**src/rtl/eeprom_arb_pkg.sv**
```systemverilog
// Shared types, constants and helpers for the EEPROM access arbiter.
// Config word layout: {dev_byte, addr[15:8], addr[7:0], wdata}.
package eeprom_arb_pkg;

  typedef enum logic [1:0] {
    StIdle     = 2'd0,
    StWaitDone = 2'd1,
    StTwrWait  = 2'd2
  } arb_state_e;

  // R/W bit appended to the 7-bit device address
  localparam logic DevRwWrite = 1'b0;
  localparam logic DevRwRead  = 1'b1;

  localparam int unsigned CfgDevLsb    = 24;
  localparam int unsigned CfgAddrHiLsb = 16;
  localparam int unsigned CfgAddrLoLsb = 8;
  localparam int unsigned CfgDataLsb   = 0;

  function automatic int unsigned twr_cycles(input int unsigned clk_freq,
                                             input int unsigned twr_us);
    return (clk_freq / 1_000_000) * twr_us;
  endfunction

  function automatic logic [7:0] dev_byte(input logic [6:0] dev_addr, input logic rnw);
    return {dev_addr, (rnw ? DevRwRead : DevRwWrite)};
  endfunction

  function automatic logic [31:0] pack_config(input logic [6:0]  dev_addr,
                                              input logic        rnw,
                                              input logic [15:0] addr,
                                              input logic [7:0]  wdata);
    logic [31:0] cfg;
    cfg = '0;
    cfg[CfgDevLsb +: 8]    = dev_byte(dev_addr, rnw);
    cfg[CfgAddrHiLsb +: 8] = addr[15:8];
    cfg[CfgAddrLoLsb +: 8] = addr[7:0];
    cfg[CfgDataLsb +: 8]   = rnw ? 8'h00 : wdata;
    return cfg;
  endfunction

endpackage

```
**src/rtl/eeprom_twr_timer.sv**
```systemverilog
// Loadable down-counter with a zero flag; holds at zero once reached.
// Used for the post-write tWR delay and the optional WAIT_DONE watchdog.
module eeprom_twr_timer #(
  parameter int unsigned Width = 32
) (
  input  logic             clk,
  input  logic             rst_n,
  input  logic             load,
  input  logic [Width-1:0] load_val,
  input  logic             en,
  output logic             zero
);

  logic [Width-1:0] count_q, count_d;

  always_comb begin
    count_d = count_q;
    if (load) begin
      count_d = load_val;
    end else if (en && (count_q != '0)) begin
      count_d = count_q - Width'(1);
    end
  end

  always_ff @(posedge clk or negedge rst_n) begin
    if (!rst_n) begin
      count_q <= '0;
    end else begin
      count_q <= count_d;
    end
  end

  assign zero = (count_q == '0);

endmodule

```
**src/rtl/eeprom_access_arbiter.sv**
```systemverilog
// Round-robin arbiter sharing one I2C EEPROM controller between requesters A and B.
// Define EEPROM_TIMEOUT_EN to add a WAIT_DONE watchdog with a sticky err flag.
module eeprom_access_arbiter
  import eeprom_arb_pkg::*;
#(
  parameter int unsigned CLK_FREQ    = 50_000_000,
  parameter int unsigned TWR_US      = 5000,
  parameter logic [6:0]  DEV_ADDR    = 7'h50,
  parameter int unsigned TIMEOUT_CYC = 2_000_000
) (
  input  logic        clk,
  input  logic        rst_n,
  input  logic        req_a_valid,
  input  logic        req_a_rnw,
  input  logic [15:0] req_a_addr,
  input  logic [7:0]  req_a_wdata,
  output logic        req_a_ready,
  output logic        rsp_a_valid,
  output logic [7:0]  rsp_a_rdata,
  input  logic        req_b_valid,
  input  logic        req_b_rnw,
  input  logic [15:0] req_b_addr,
  input  logic [7:0]  req_b_wdata,
  output logic        req_b_ready,
  output logic        rsp_b_valid,
  output logic [7:0]  rsp_b_rdata,
  output logic [31:0] eeprom_config_data,
  output logic        i2c_start,
  input  logic        i2c_done,
  input  logic [7:0]  i2c_rd_data,
  output logic        busy,
  output logic        err
);

  localparam int unsigned TwrCyc  = twr_cycles(CLK_FREQ, TWR_US);
  localparam logic [31:0] TwrLoad = 32'(TwrCyc - 1);
  localparam logic [31:0] ToLoad  = 32'(TIMEOUT_CYC - 1);

  arb_state_e  state_q, state_d;
  logic        last_b_q, last_b_d;    // 1: B was granted last, so A is preferred
  logic        owner_b_q, owner_b_d;
  logic        rnw_q, rnw_d;
  logic [31:0] config_q, config_d;
  logic        start_q, start_d;
  logic        ready_a_q, ready_a_d, ready_b_q, ready_b_d;
  logic        rsp_a_valid_q, rsp_a_valid_d, rsp_b_valid_q, rsp_b_valid_d;
  logic [7:0]  rsp_a_rdata_q, rsp_a_rdata_d, rsp_b_rdata_q, rsp_b_rdata_d;

  logic        grant_b;
  logic        rsp_fire;
  logic [7:0]  rsp_data;
  logic        tmr_load, tmr_en, tmr_zero;
  logic [31:0] tmr_load_val;

`ifdef EEPROM_TIMEOUT_EN
  logic        timeout;
  logic        err_q;
`endif

  eeprom_twr_timer #(
    .Width (32)
  ) u_timer (
    .clk      (clk),
    .rst_n    (rst_n),
    .load     (tmr_load),
    .load_val (tmr_load_val),
    .en       (tmr_en),
    .zero     (tmr_zero)
  );

  always_comb begin
    state_d      = state_q;
    last_b_d     = last_b_q;
    owner_b_d    = owner_b_q;
    rnw_d        = rnw_q;
    config_d     = config_q;
    start_d      = start_q;
    ready_a_d    = 1'b0;
    ready_b_d    = 1'b0;
    rsp_fire     = 1'b0;
    rsp_data     = 8'h00;
    tmr_load     = 1'b0;
    tmr_load_val = TwrLoad;
    tmr_en       = 1'b0;
`ifdef EEPROM_TIMEOUT_EN
    timeout      = 1'b0;
`endif
    grant_b      = req_b_valid && (!req_a_valid || !last_b_q);

    unique case (state_q)
      StIdle: begin
        if (req_a_valid || req_b_valid) begin
          owner_b_d    = grant_b;
          last_b_d     = grant_b;
          rnw_d        = grant_b ? req_b_rnw : req_a_rnw;
          config_d     = grant_b ? pack_config(DEV_ADDR, req_b_rnw, req_b_addr, req_b_wdata)
                                 : pack_config(DEV_ADDR, req_a_rnw, req_a_addr, req_a_wdata);
          start_d      = 1'b1;
          ready_a_d    = !grant_b;
          ready_b_d    = grant_b;
          // Watchdog preload; harmless when the watchdog is not built in
          tmr_load     = 1'b1;
          tmr_load_val = ToLoad;
          state_d      = StWaitDone;
        end
      end
      StWaitDone: begin
        if (i2c_done) begin
          start_d  = 1'b0;
          rsp_fire = 1'b1;
          rsp_data = rnw_q ? i2c_rd_data : 8'h00;
          if (rnw_q) begin
            state_d = StIdle;
          end else begin
            tmr_load = 1'b1;
            state_d  = StTwrWait;
          end
        end
`ifdef EEPROM_TIMEOUT_EN
        else if (tmr_zero) begin
          start_d  = 1'b0;
          rsp_fire = 1'b1;
          rsp_data = 8'hFF;
          timeout  = 1'b1;
          state_d  = StIdle;
        end else begin
          tmr_en = 1'b1;
        end
`endif
      end
      StTwrWait: begin
        if (tmr_zero) begin
          state_d = StIdle;
        end else begin
          tmr_en = 1'b1;
        end
      end
      default: state_d = StIdle;
    endcase

    rsp_a_valid_d = rsp_fire && !owner_b_q;
    rsp_b_valid_d = rsp_fire && owner_b_q;
    rsp_a_rdata_d = rsp_a_valid_d ? rsp_data : rsp_a_rdata_q;
    rsp_b_rdata_d = rsp_b_valid_d ? rsp_data : rsp_b_rdata_q;
  end

  always_ff @(posedge clk or negedge rst_n) begin
    if (!rst_n) begin
      state_q       <= StIdle;
      last_b_q      <= 1'b1;
      owner_b_q     <= 1'b0;
      rnw_q         <= 1'b0;
      config_q      <= '0;
      start_q       <= 1'b0;
      ready_a_q     <= 1'b0;
      ready_b_q     <= 1'b0;
      rsp_a_valid_q <= 1'b0;
      rsp_b_valid_q <= 1'b0;
      rsp_a_rdata_q <= 8'h00;
      rsp_b_rdata_q <= 8'h00;
    end else begin
      state_q       <= state_d;
      last_b_q      <= last_b_d;
      owner_b_q     <= owner_b_d;
      rnw_q         <= rnw_d;
      config_q      <= config_d;
      start_q       <= start_d;
      ready_a_q     <= ready_a_d;
      ready_b_q     <= ready_b_d;
      rsp_a_valid_q <= rsp_a_valid_d;
      rsp_b_valid_q <= rsp_b_valid_d;
      rsp_a_rdata_q <= rsp_a_rdata_d;
      rsp_b_rdata_q <= rsp_b_rdata_d;
    end
  end

`ifdef EEPROM_TIMEOUT_EN
  always_ff @(posedge clk or negedge rst_n) begin
    if (!rst_n) begin
      err_q <= 1'b0;
    end else if (timeout) begin
      err_q <= 1'b1;
    end
  end
  assign err = err_q;
`else
  assign err = 1'b0;
`endif

  assign req_a_ready        = ready_a_q;
  assign req_b_ready        = ready_b_q;
  assign rsp_a_valid        = rsp_a_valid_q;
  assign rsp_b_valid        = rsp_b_valid_q;
  assign rsp_a_rdata        = rsp_a_rdata_q;
  assign rsp_b_rdata        = rsp_b_rdata_q;
  assign eeprom_config_data = config_q;
  assign i2c_start          = start_q;
  assign busy               = (state_q != StIdle);

endmodule

```
**config.mk**
```make
export PLATFORM = sky130hd
export DESIGN_NAME = eeprom_access_arbiter
export DESIGN_NICKNAME = d
export VERILOG_FILES = /design/src/rtl/eeprom_arb_pkg.sv /design/src/rtl/eeprom_twr_timer.sv /design/src/rtl/eeprom_access_arbiter.sv
export SDC_FILE = /design/constraint.sdc
export NUM_CORES = 1
export LEC_CHECK = 0
export CORE_ASPECT_RATIO = 0.8
export CORE_UTILIZATION = 47
export DETAILED_ROUTE_END_ITERATION = 8
export PLACE_DENSITY_LB_ADDON = 0.05
export RECOVER_POWER = 100
export SYNTH_ARGS = -nofsm -noshare
export SYNTH_HDL_FRONTEND = slang
export SYNTH_SLANG_ARGS = --single-unit
```
**constraint.sdc**
```tcl
create_clock -name clk -period 2.9 [get_ports clk]
set_input_delay 0.58 -clock clk [delete_from_list [all_inputs] [get_ports clk]]
set_output_delay 0.58 -clock clk [all_outputs]
set_load 0.02 [all_outputs]
```
# ---- Word level (Yosys, flattened, before mapping)
# Cells that the tools add are included.
dict set report totals {
  reg_bits 90
  in_bits 63
  output_inout_bits 55
  word_cells 71
}
dict set report op_classes {
  addsub 1
  eq_ne 5
  n_mux 33
  n_reduce_logical 19
}
# op count
set op_table {}
lappend op_table {{$mux W32} 2}
lappend op_table {{$mux W21} 2}
lappend op_table {{$mux W8} 5}
lappend op_table {{$logic_not A32 Y1} 1}
lappend op_table {{$reduce_bool A32 Y1} 1}
lappend op_table {{$sub A32 B1 Y32 const B} 1}
lappend op_table {{$mux W25} 1}
lappend op_table {{$mux W1} 16}
lappend op_table {{$mux W2} 4}
lappend op_table {{$ne A2 B2 Y1 const B} 3}
lappend op_table {{$pmux W2 S3} 1}
lappend op_table {{$reduce_and A3 Y1} 2}
lappend op_table {{$reduce_bool A2 Y1} 3}
lappend op_table {{$logic_and A1 B1 Y1} 4}
lappend op_table {{$logic_not A1 Y1} 4}
lappend op_table {{$pmux W1 S2} 2}
lappend op_table {{$eq A2 B1 Y1 const B} 1}
lappend op_table {{$eq A2 B2 Y1 const B} 1}
lappend op_table {{$logic_not A2 Y1} 1}
lappend op_table {{$logic_or A1 B1 Y1} 2}
lappend op_table {{$reduce_and A2 Y1} 1}

# ---- Longest topological paths before layout
# Gate-level depths: netlist of the first run.
dict set report depth {
  word_depth 6
  ltp_mapped 8
}

# ---- Modules after synthesis
# Synthesis of the first run repeated with hierarchy kept, for this count alone.
dict set report unflattened {
  cells_unflattened 431
  area_unflattened_um2 4281.6
}
# module n_inst cells_per_inst area_each_um2 seq_area_each_um2
set modules_own_cells {}
lappend modules_own_cells {eeprom_access_arbiter 1 188 2223.4 1277.5}
lappend modules_own_cells {eeprom_twr_timer 1 243 2058.2 800.8}

# ---- Worst setup path before layout of the first run
# Ideal clock, no wire load.
dict set report synth_path {
  path_type {register -> register}
  from {register u_timer.count_q[0]}
  to {register u_timer.count_q[19]}
  setup_ps 126
  arrival_ps 2383
  t_required_ps 2774
  path_slack_ps 390
  path_stages_with_launch 9
  synth_period_minus_slack_ps 2510
  path_cell_list {dfrtp_1 -> inv_1 -> ha_1 -> or3b_2 -> or3_1 -> nor3_4 -> buf_4 -> nor2_1 -> a311o_1}
}
dict set report synth_via {
  elab_chain_len 5
}
# item line
set synth_rtl {}
lappend synth_rtl {{start, declared} eeprom_twr_timer.sv:14} ;# logic [Width-1:0] count_q, count_d;
lappend synth_rtl {{start signal, assigned} eeprom_twr_timer.sv:29} ;# count_q <= count_d;
lappend synth_rtl {{branches (longest 5 deep; another with $sub A32 B1 Y32)} -}
# Several ways; the timed one is not identified. The select of a mux whose other input is x is not followed.
# A chain may end at the register's enable or synchronous reset.

# ---- Worst setup path after layout of the first run
dict set report layout_path {
  from {register u_timer.count_q[0]}
  to {register u_timer.count_q[10]}
}
# The elaborated chain is that of the path after synthesis.

==> results.rst, run 1 <==
.. list-table::
   :header-rows: 1

   * - Metric
     - Value
   * - Run status
     - finished, final reports clean
   * - RR Startpoint
     - u_timer.count_q[0]
   * - Crit Path Max Fanout
     - 9
   * - Highest ir drop seen on vdd
     - 0.000501 V
   * - Class of the worst hold path
     - flip-flop to flip-flop
   * - Area of the mapped netlist
     - ~3800 um2
   * - Slowest cell delay on critical path
     - slightly above 0.5 ns
   * - Pin count of the biggest net entering global routing
     - 52
   * - Area share of the leading cell type in the synthesized netlist
     - 53.4%
   * - Number of antenna violations at the first check in global routing
     - 0
   * - Estimated wirelength of the detail-placed design
     - approximately 7000 um
   * - Syn. warnings
     - 0
   * - Initial core utilization
     - 48.6%
   * - Top-level port count
     - 118
   * - Synthesis-to-layout area growth
     - 36.4%
   * - Arrival time of the worst setup path
     - 2.81 ns
   * - Area of the die
     - 8540 um2
   * - DR WL met2
     - 4490 um
   * - Maximum frequency from static timing analysis
     - 385 MHz
   * - List of cells traversed by the critical path
     - inv_1 -> ha_1 -> or3b_2 -> or3_1 -> o31a_1 -> a211oi_1 -> a311oi_1
   * - Final clock skew
     - 0.00883 ns
   * - Met3 layer wire length in the routed design
     - 681 um
   * - Area of the core region
     - between 7000 and 8000 um2
   * - Post-CTS setup buffer count
     - 0
   * - Aggregate routed wire length
     - 9670 um
   * - Hold Vio Cnt, Final
     - 0
   * - Root Buffer
     - sky130_fd_sc_hd__clkbuf_8
   * - Count of maximum capacitance violations
     - 0
   * - Crit start category
     - flip-flop
   * - Number of vias after detailed routing
     - 3370
   * - Placer Congestion
     - slightly below 0.9
   * - Vias per Instance
     - 5.63
   * - Source of the worst hold timing path
     - rsp_b_rdata[5]
   * - Setup Viol. Count Final
     - 0
   * - First-pass DRT Iterations
     - 7
   * - Number of standard cells after synthesis
     - 375
   * - Wire length of the first global-routing pass
     - 16300 um
   * - Gr ovfl total
     - 0
   * - Worst setup EP type
     - flip-flop
   * - Min Tclk post-route
     - 2.60 ns
   * - Fraction of layout cells with a size suffix above 1
     - 6.72%
   * - Total negative setup slack
     - 0 ns
   * - Clk_lat worst skew
     - roughly 0.35 ns
   * - Period utilization
     - 89.5%
   * - Data required, critical path
     - between 3 and 4 ns
   * - Fraction of the yosys area taken by sequential cells
     - 54.1%
   * - Clk sink count
     - 83
   * - Final count of pins violating max slew
     - 0
   * - Initial DRC count
     - roughly 240
   * - Die boundary width
     - 103 um
   * - Reported leakage power
     - 2.35 nW
   * - Leading area contributor after synthesis
     - sky130_fd_sc_hd__dfrtp_1
   * - Leading cell types by total area after synthesis
     - sky130_fd_sc_hd__dfrtp_1 (53%), sky130_fd_sc_hd__a222oi_1 (6.3%), sky130_fd_sc_hd__nand2_1 (4.2%)
   * - Inserted Diodes
     - 0
   * - All-layer global routing usage
     - 24.9%
   * - Number of global-route vias before repair
     - 3291
   * - Post-cts repair resize count
     - 0
   * - Clock Pin Slew Worst Setup and Hold Paths
     - 0.08 ns
   * - Maximum level of the CTS H-tree
     - 3
   * - Cts hold-fix bufs
     - 0
   * - Highest metal layer used by the detailed router
     - met4
   * - Post-DR wirelength/cell
     - approximately 16 um
   * - Post-route worst hold slack
     - 0.477 ns
   * - Power Density
     - 903 nW/um2
   * - Count of distinct cell types in the synthesized netlist
     - 48
   * - Total of buffers placed on input and output ports
     - 111
   * - Unrepaired setup endpoints after global routing
     - no
   * - Number of clock buffers inserted by TritonCTS
     - 9
   * - Final antenna-violating net count
     - 0
   * - Floorplan row count
     - 29
   * - Height of the die
     - 82.9 um
   * - Crit Path Class
     - flip-flop to flip-flop
   * - Clock tree from TritonCTS
     - built
   * - Maximum clock insertion buffer count
     - 2
   * - Transition time of the tightest slew-check pin
     - 1.27 ns
   * - Wire length the detailed router placed on met1
     - 4390 um
   * - Post-synthesis average cell area
     - 10.2 um2
   * - Worst setup startpoint
     - u_timer.count_q[0]
   * - Final Net Count
     - 551
   * - Post-synthesis register bit count
     - 83
   * - Crit path max-delay cell type
     - sky130_fd_sc_hd__or3b_2
   * - Relative slew slack
     - between 10% and 20%
   * - Number of remaining DRC errors
     - 0
[cell usage in the layout (no fill, tap or decap), types with 10 or more instances in the layout]
cell / netlist / routed
sky130_fd_sc_hd__dfrtp_1: 82 / 82
sky130_fd_sc_hd__clkdlybuf4s50_1: 0 / 59
sky130_fd_sc_hd__dlygate4sd3_1: 0 / 51
sky130_fd_sc_hd__nand2_1: 43 / 43
sky130_fd_sc_hd__inv_1: 33 / 33
sky130_fd_sc_hd__o21ai_0: 23 / 24
sky130_fd_sc_hd__a222oi_1: 24 / 24
sky130_fd_sc_hd__nor4_1: 17 / 17
sky130_fd_sc_hd__nor2_1: 13 / 13
sky130_fd_sc_hd__or3_1: 13 / 13
sky130_fd_sc_hd__mux2i_1: 12 / 12
sky130_fd_sc_hd__nor3_1: 11 / 11
sky130_fd_sc_hd__or4_1: 10 / 10
sky130_fd_sc_hd__nand3_1: 10 / 10
sky130_fd_sc_hd__clkbuf_8: 0 / 10
[final timing paths]
path                                               to  slack (ns)  cells after the start
worst max-delay path              u_timer.count_q[10]        0.30                      7
worst min register to register         rsp_b_rdata[5]        0.48                      2
max in group asynchronous       eeprom_config_data[9]        0.93                      2
min in group asynchronous         u_timer.count_q[17]        0.50                      1
worst min-delay path                   rsp_b_rdata[5]        0.48                      2
worst max register to register    u_timer.count_q[10]        0.30                      7
[worst max-delay path, delay by kind of cell, from the launching register on]
family	cells	cell delay, ns
and+or+nand+nor	2	1.00
DFF	1	0.42
AOI/OAI and AO/OA	3	0.78
adders and majority gates	1	0.19
buffers and inverters	1	0.07
[layout make-up]
class / count / area, um2
Fill cell: 671 / 2670
Sequential cell: 83 / 2080
Multi-Input combinational cell: 236 / 1500
Timing Repair Buffer: 124 / 1190
Clock buffer: 11 / 141
Tap cell: 108 / 135
Inverter: 33 / 124
Clock inverter: 4 / 75.1
[synth_stat cells (all sizes together)]
| library cell | count |
|---|---|
| a211oi | 2 |
| a21o | 2 |
| a21oi | 5 |
| a222oi | 24 |
| a2bb2oi | 1 |
| a311o | 1 |
| a311oi | 1 |
| a31oi | 1 |
| and3 | 2 |
| buf | 11 |
| clkbuf | 17 |
| conb | 1 |
| dfrtp | 82 |
| dfstp | 1 |
| ha | 1 |
| inv | 33 |
| mux2i | 12 |
| nand2 | 43 |
| nand2b | 4 |
| nand3 | 10 |
| nand4 | 1 |
| nand4bb | 1 |
| nor2 | 13 |
| nor2b | 3 |
| nor3 | 12 |
| nor3b | 1 |
| nor4 | 18 |
| o211ai | 3 |
| o21a | 1 |
| o21ai | 24 |
| o311a | 2 |
| o311ai | 4 |
| o31a | 1 |
| o31ai | 4 |
| or2 | 4 |
| or3 | 14 |
| or3b | 1 |
| or4 | 10 |
| xnor2 | 3 |
| xor2 | 1 |
[through the flow]
step | power, mW | cells | setup WS, ns | area [um2] | utilization [%]
6_report | 4.74 | 599 | 0.304 | 5240 | 66.3
5_1_grt | 5.07 | 599 | 0.137 | 5240 | 66.3
4_1_cts | 4.93 | 599 | 0.299 | 5290 | 66.8
3_5_place_dp | 4.00 | 584 | 0.314 | 5070 | 64.1
3_3_place_gp | 3.95 | 584 | 0.373 | 5070 | 64.1
2_1_floorplan | 2.99 | 380 | 0.390 | 3860 | -
[where the power goes]
group          switching (mW)  internal (mW)
logic                    1.16          0.857
clock network           0.404          0.504
registers               0.265           1.54
total                    1.83           2.91
[flip-flops by register name (all words and copies together) (netlist names), 2 cells and up]
register / flops
u_timer.count_q: 32
eeprom_config_data: 26
rsp_a_rdata: 8
rsp_b_rdata: 8
state_q: 2
[layer usage]
layer / vias to the layer above / GRT usage, %
met5: - / 0
met4: 0 / 6.02
met3: 13 / 7.66
met2: 114 / 37.3
met1: 1653 / 35.4
li1: 1590 / -
[logic make-up (layout without fill, tap and decap cells)]
| family | after synthesis | count (layout) | synth area share, % |
|---|---|---|---|
| adders and majority gates | 1 | 1 | 0.326 |
| AOI/OAI and AO/OA | 76 | 76 | 15.2 |
| and+or+nand+nor | 137 | 137 | 19.2 |
| buffers and inverters | 61 | 172 | 7.07 |
| xor gates and xnor gates | 4 | 4 | 0.912 |
| muxes | 12 | 12 | 3.13 |
| DFF | 83 | 83 | 54.1 |
| other | 1 | 6 | 0.0976 |
Note: power is estimated with default switching activity, not from simulation.
==> run 2: changes to the inputs <==
--- a/config.mk
+++ b/config.mk
@@ -9,7 +9,7 @@
 export CORE_UTILIZATION = 47
 export DETAILED_ROUTE_END_ITERATION = 8
 export PLACE_DENSITY_LB_ADDON = 0.05
-export RECOVER_POWER = 100
+export SLEW_MARGIN = 20
 export SYNTH_ARGS = -nofsm -noshare
 export SYNTH_HDL_FRONTEND = slang
 export SYNTH_SLANG_ARGS = --single-unit
==> results.rst, run 2 (synthesized netlist as in run 1, its figures left out) <==
.. list-table::
   :header-rows: 1

   * - Metric
     - Value
   * - Run status
     - finished, final reports clean
   * - Maximum frequency from static timing analysis
     - 382 MHz (-0.95%)
   * - Initial DRC count
     - 294 (+24%)
   * - Clk_lat worst skew
     - 0.35 ns (about the same)
   * - Most used cells in the layout excluding fill and tap cells
     - sky130_fd_sc_hd__clkdlybuf4s50_1 (110), sky130_fd_sc_hd__dfrtp_1 (82), sky130_fd_sc_hd__nand2_1 (43), sky130_fd_sc_hd__inv_1 (33), sky130_fd_sc_hd__a222oi_1 (24)
   * - Maximum clock insertion buffer count
     - 2 (unchanged)
   * - Data required, critical path
     - 3.11 ns (about the same)
   * - Floorplan row count
     - 29 (unchanged)
   * - Clock Pin Slew Worst Setup and Hold Paths
     - 0.08 ns (about the same)
   * - Wire length of the first global-routing pass
     - 16300 um (unchanged)
   * - Unrepaired setup endpoints after global routing
     - no
   * - Placer Congestion
     - 0.874 (unchanged)
   * - Crit start category
     - flip-flop
   * - Number of antenna violations at the first check in global routing
     - 0 (unchanged)
   * - Crit path max-delay cell type
     - sky130_fd_sc_hd__or3b_2
   * - Root Buffer
     - sky130_fd_sc_hd__clkbuf_8
   * - Final count of pins violating max slew
     - 0 (unchanged)
   * - Highest ir drop seen on vdd
     - 0.000521 V (+4.0%)
   * - Fin worst setup slack
     - 0.280 ns (-0.0249 ns)
   * - Worst Path Buf+Inv
     - 1 (unchanged)
   * - Crit Path Max Fanout
     - 9 (unchanged)
   * - Total of buffers placed on input and output ports
     - 111 (unchanged)
   * - Estimated wirelength of the detail-placed design
     - 7060 um (unchanged)
   * - Top Family by Delay on Critical Path
     - simple AND/OR/NAND/NOR gates
   * - Clk sink count
     - 83 (unchanged)
   * - Final antenna-violating net count
     - 0 (unchanged)
   * - Height of the die
     - 82.9 um (unchanged)
   * - Post-cts repair resize count
     - 0 (unchanged)
   * - Pre-CTS setup slack
     - 0.314 ns (unchanged)
   * - Cts hold-fix bufs
     - 0 (unchanged)
   * - Vias per Instance
     - 5.62 (about the same)
   * - Final clock skew
     - 0.00850 ns (-0.000331 ns)
   * - Most flops, register
     - u_timer.count_q
   * - Synthesis-to-layout area growth
     - 37.6%
   * - Post-CTS setup buffer count
     - 0 (unchanged)
   * - Worst R2R Setup Slack
     - 0.28 ns (-0.02 ns)
   * - List of cells traversed by the critical path
     - inv_1 -> ha_1 -> or3b_2 -> or3_1 -> o31a_1 -> a211oi_1 -> a311oi_1
   * - Relative slew slack
     - 42.6% (+28 points)
   * - Total negative setup slack
     - 0 ns (unchanged)
   * - Power Density
     - 925 nW/um2 (+2.4%)
   * - Setup Viol. Count Final
     - 0 (unchanged)
   * - Number of filler cells placed in the layout
     - 661 (-1.5%)
   * - Clock tree from TritonCTS
     - built
   * - Maximum level of the CTS H-tree
     - 3 (unchanged)
   * - Aggregate routed wire length
     - 9740 um (+0.80%)
   * - Hold Vio Cnt, Final
     - 0 (unchanged)
   * - Number of clock buffers inserted by TritonCTS
     - 9 (unchanged)
   * - Number of global-route vias before repair
     - 3291 (unchanged)
   * - Class of the worst hold path
     - primary input to async pin
   * - Area of the die
     - 8540 um2 (unchanged)
   * - Arrival time of the worst setup path
     - 2.83 ns (+0.02 ns)
   * - Count of maximum capacitance violations
     - 0 (unchanged)
   * - Number of flip-flops under the largest register name
     - 32 (unchanged)
   * - Period utilization
     - 90.4% (+0.86 points)
   * - Area of the core region
     - 7910 um2 (unchanged)
   * - Slowest cell delay on critical path
     - 0.52 ns (about the same)
   * - Gr ovfl total
     - 0 (unchanged)
   * - Crit Path Class
     - flip-flop to flip-flop
   * - Reported leakage power
     - 2.30 nW (-2.1%)
   * - Worst setup EP type
     - flip-flop
   * - First-pass DRT Iterations
     - 8 (+1)
   * - Post-DR wirelength/cell
     - 16.3 um (+0.80%)
   * - Most frequent standard cell in the layout excluding fill and tap cells
     - sky130_fd_sc_hd__clkdlybuf4s50_1
   * - Final Net Count
     - 551 (unchanged)
   * - Pin count of the biggest net entering global routing
     - 52 (unchanged)
   * - Power Total
     - 4.89 mW (+3.3%)
   * - Fin util
     - 66.8% (+0.59 points)
   * - Number of vias after detailed routing
     - 3368 (-0.059%)
   * - Inserted Diodes
     - 0 (unchanged)
   * - Die boundary width
     - 103 um (unchanged)
   * - Transition time of the tightest slew-check pin
     - 0.858 ns (-0.416 ns)
   * - Post-route worst hold slack
     - 0.261 ns (-0.216 ns)
   * - Fraction of layout cells with a size suffix above 1
     - 8.15% (+1.4 points)
   * - Min Tclk post-route
     - 2.62 ns (+0.0249 ns)
   * - Top-level port count
     - 118 (unchanged)
   * - All-layer global routing usage
     - 24.9% (unchanged)
   * - Number of remaining DRC errors
     - 0 (unchanged)
   * - Initial core utilization
     - 48.6% (unchanged)
-- run 2: changes by cell type in the layout (fill, tap and decap cells not counted), sizes merged --
cell,previous run,this run
clkdlybuf4s50,59,110
dlygate4sd3,51,0
buf,8,14
clkbuf,17,11
-- run 2: path summary, 6_finish.rpt --
check	depth (start not counted)	from	end
setup / recovery	7	u_timer.count_q[0]	u_timer.count_q[10]
hold / removal	1	rst_n	u_timer.count_q[17]
setup reg to reg	7	u_timer.count_q[0]	u_timer.count_q[10]
hold reg to reg	2	rsp_b_rdata[4]	rsp_b_rdata[4]
max in group asynchronous	2	rst_n	eeprom_config_data[3]
min in group clk	2	rsp_b_rdata[4]	rsp_b_rdata[4]
-- run 2: through the flow --
step / instances / area [um2]
global route: 599 / 5290
floorplan: 380 / 3860
global placement: 584 / 5070
detailed placement: 584 / 5070
CTS: 599 / 5290
finish: 599 / 5290
-- run 2: area by class of cell --
class / count / area [um2] / share of cell area [%]
tap: 108 / 135 / 2.56
inverter: 33 / 124 / 2.34
multi-input combinational: 236 / 1520 / 28.7
sequential: 83 / 2080 / 39.3
timing repair buffer: 124 / 1220 / 23.0
clock buffer: 11 / 141 / 2.67
clock inverter: 4 / 75.1 / 1.42
-- run 2: routing by layer --
layer | up-vias | routed length, um | global-route usage (%)
met3 | 10 | 669 | 7.66
li1 | 1589 | - | -
met1 | 1652 | 4460 | 35.4
met4 | 0 | 82 | 6.02
met2 | 117 | 4540 | 37.3
met5 | - | 0 | 0
-- run 2: report_power, final --
group,internal (mW),total (mW),leakage [nW],switching (mW)
clock,0.504,0.905,0.102,0.401
sequential,1.55,1.82,1.03,0.280
combinational,0.988,2.16,1.17,1.17
==> run 3: changes to the inputs <==
--- a/config.mk
+++ b/config.mk
@@ -6,7 +6,7 @@
 export NUM_CORES = 1
 export LEC_CHECK = 0
 export CORE_ASPECT_RATIO = 0.8
-export CORE_UTILIZATION = 47
+export CORE_UTILIZATION = 50
 export DETAILED_ROUTE_END_ITERATION = 8
 export PLACE_DENSITY_LB_ADDON = 0.05
 export SLEW_MARGIN = 20
==> constraint.sdc (replaced) <==
create_clock -name clk -period 3.3 [get_ports clk]
set_input_delay 0.66 -clock clk [delete_from_list [all_inputs] [get_ports clk]]
set_output_delay 0.66 -clock clk [all_outputs]
set_load 0.02 [all_outputs]
==> results.rst, run 3 (synthesized netlist as in run 1, its figures left out) <==
.. list-table::
   :header-rows: 1

   * - Metric
     - Value
   * - Post-CTS setup buffer count
     - 0 (unchanged)
   * - Clock Pin Slew Worst Setup and Hold Paths
     - 0.09 ns (about the same)
   * - Initial core utilization
     - 51.7% (+3.2 points)
   * - Post-cts repair resize count
     - 0 (unchanged)
   * - Pin count of the biggest net entering global routing
     - 84 (+62%)
   * - Wire length of the first global-routing pass
     - 15400 um (-5.5%)
   * - Most frequent standard cell in the layout excluding fill and tap cells
     - sky130_fd_sc_hd__clkdlybuf4s50_1
   * - Most used cells in the layout excluding fill and tap cells
     - sky130_fd_sc_hd__clkdlybuf4s50_1 (110), sky130_fd_sc_hd__dfrtp_1 (82), sky130_fd_sc_hd__nand2_1 (43), sky130_fd_sc_hd__inv_1 (33), sky130_fd_sc_hd__a222oi_1 (24)
   * - Hold Vio Cnt, Final
     - 0 (unchanged)
   * - Placer Congestion
     - 0.817 (-6.6%)
   * - Crit Path Max Fanout
     - 17 (+8)
   * - Final clock skew
     - 0.0107 ns (+0.00217 ns)
   * - All-layer global routing usage
     - 24.7% (-0.27 points)
   * - Crit start category
     - flip-flop
   * - Vias per Instance
     - 5.72 (+1.7%)
   * - Total negative setup slack
     - 0 ns (unchanged)
   * - Class of the worst hold path
     - primary input to async pin
   * - Root Buffer
     - sky130_fd_sc_hd__clkbuf_8
   * - Initial DRC count
     - 275 (-6.5%)
   * - Aggregate routed wire length
     - 9450 um (-3.0%)
   * - Number of remaining DRC errors
     - 0 (unchanged)
   * - Maximum clock insertion buffer count
     - 2 (unchanged)
   * - Top-level port count
     - 118 (unchanged)
   * - Floorplan row count
     - 28 (-3.4%)
   * - Reg2Reg Depth
     - 7 (unchanged)
   * - Worst R2R Setup Slack
     - 0.48 ns (+0.20 ns)
   * - Number of cells after detailed placement
     - 573 (-1.9%)
   * - Cts hold-fix bufs
     - 0 (unchanged)
   * - Power Density
     - 817 nW/um2 (-12%)
   * - Slowest cell delay on critical path
     - 0.54 ns (+0.02 ns)
   * - Power Total
     - 4.26 mW (-13%)
   * - List of cells traversed by the critical path
     - inv_1 -> ha_1 -> or3b_2 -> or3_1 -> nor3_4 -> nor2_1 -> a311o_1
   * - Fraction of layout cells with a size suffix above 1
     - 6.83% (-1.3 points)
   * - Total of buffers placed on input and output ports
     - 111 (unchanged)
   * - Number of global-route vias before repair
     - 3190 (-3.1%)
   * - Count of maximum capacitance violations
     - 0 (unchanged)
   * - Area of the die
     - 8040 um2 (-5.9%)
   * - Reported leakage power
     - 2.27 nW (-1.5%)
   * - Share of total power in combinational logic
     - 43.6% (-0.6 points)
   * - Capture instance of the worst register-to-register path
     - u_timer.count_q[19]
   * - Run status
     - finished, final reports clean
   * - Crit Path Class
     - flip-flop to flip-flop
   * - Area of the core region
     - 7430 um2 (-6.1%)
   * - Clock tree from TritonCTS
     - built
   * - Final antenna-violating net count
     - 0 (unchanged)
   * - Post-DR wirelength/cell
     - 16.1 um (-1.2%)
   * - Synthesis-to-layout area growth
     - 35.7%
   * - Total net switching power
     - 1.62 mW (-13%)
   * - Standard cell area after detailed placement
     - 4990 um2 (-1.5%)
   * - Post-route worst hold slack
     - 0.329 ns (+0.0676 ns)
   * - Clk sink count
     - 83 (unchanged)
   * - Sequential Power Share
     - 37.7% (+0.4 points)
   * - Transition time of the tightest slew-check pin
     - 0.745 ns (-0.113 ns)
   * - Final Net Count
     - 543 (-1.5%)
   * - Highest ir drop seen on vdd
     - 0.000435 V (-17%)
   * - Final design area excluding fillers
     - 5210 um2 (-1.4%)
   * - Inserted Diodes
     - 0 (unchanged)
   * - Data required, critical path
     - 3.53 ns (+0.42 ns)
   * - Estimated wirelength of the detail-placed design
     - 6560 um (-7.1%)
   * - Unrepaired setup endpoints after global routing
     - no
   * - Worst setup EP type
     - flip-flop
   * - Number of vias after detailed routing
     - 3364 (-0.12%)
   * - Internal cell power
     - 2.64 mW (-13%)
   * - Crit path max-delay cell type
     - sky130_fd_sc_hd__nor3_4
   * - Sw frac
     - 38.0% (+0.090 points)
   * - Min Tclk post-route
     - 2.82 ns (+0.195 ns)
   * - Number of antenna violations at the first check in global routing
     - 0 (unchanged)
   * - Maximum level of the CTS H-tree
     - 3 (unchanged)
   * - Arrival time of the worst setup path
     - 3.05 ns (+0.22 ns)
   * - First-pass DRT Iterations
     - 5 (-3)
   * - Maximum frequency from static timing analysis
     - 355 MHz (-6.9%)
   * - Clk_lat worst skew
     - 0.35 ns (about the same)
   * - Most flops, register
     - u_timer.count_q
   * - Number of clock buffers inserted by TritonCTS
     - 9 (unchanged)
   * - Setup Viol. Count Final
     - 0 (unchanged)
   * - Number of flip-flops under the largest register name
     - 32 (unchanged)
   * - Height of the die
     - 80.4 um (-3.0%)
   * - Final count of pins violating max slew
     - 0 (unchanged)
   * - Die boundary width
     - 100 um (-3.0%)
   * - Final standard cell count with taps included and fillers excluded
     - 588 (-1.8%)
   * - RR Startpoint
     - u_timer.count_q[0]
   * - Gr ovfl total
     - 0 (unchanged)
   * - Relative slew slack
     - 50.3% (+7.7 points)
   * - Period utilization
     - 85.3% (-5.0 points)
   * - Fraction of power consumed by the clock network
     - 18.7% (+0.2 points)
run 3: area by class of cell:
cell class / instances / area [um2]
tap: 105 / 131
timing repair buffer: 116 / 1150
fill: 596 / 2210
clock buffer: 10 / 138
multi-input combinational: 236 / 1520
clock inverter: 5 / 77.6
inverter: 33 / 124
sequential: 83 / 2080
run 3: worst max-delay path by stage:
stage | from | end | cells past startpoint
global route | u_timer.count_q[0] | u_timer.count_q[19] | 7
finish | u_timer.count_q[0] | u_timer.count_q[19] | 7
CTS | u_timer.count_q[0] | u_timer.count_q[19] | 7
detailed placement | req_b_valid | eeprom_config_data[7] | 6
global placement | req_b_valid | eeprom_config_data[4] | 6
floorplan | u_timer.count_q[0] | u_timer.count_q[19] | 8
run 3: critical path: cells and delay by family (launching register included):
| kind | cells | cell delay, ns |
|---|---|---|
| AOI/OAI and AO/OA | 1 | 0.34 |
| adders and majority gates | 1 | 0.19 |
| buffers and inverters | 1 | 0.07 |
| DFF | 1 | 0.42 |
| and+or+nand+nor | 4 | 1.69 |
run 3: power groups by stage:
stage	logic, mW	registers, mW	clock network [mW]
finish	1.86	1.60	0.796
global route	2.02	1.66	0.851
CTS	1.87	1.60	0.815
detailed placement	1.87	1.62	0
global placement	1.82	1.61	0
floorplan	0.766	1.86	0
run 3: per-layer routing:
layer | vias up | routed length, um | track usage [%]
met5 | - | 0 | 0
li1 | 1573 | - | -
met3 | 14 | 640 | 6.09
met2 | 121 | 4490 | 39.9
met4 | 0 | 133 | 8.70
met1 | 1656 | 4180 | 32.5
run 3: stage by stage:
step / util [%] / setup WS [ns]
after detailed placement: 67.3 / 0.514
final: 70.2 / 0.484
after global routing: 70.2 / 0.328
after CTS: 70.1 / 0.515
after floorplan: - / 0.790
after global placement: 67.3 / 0.588
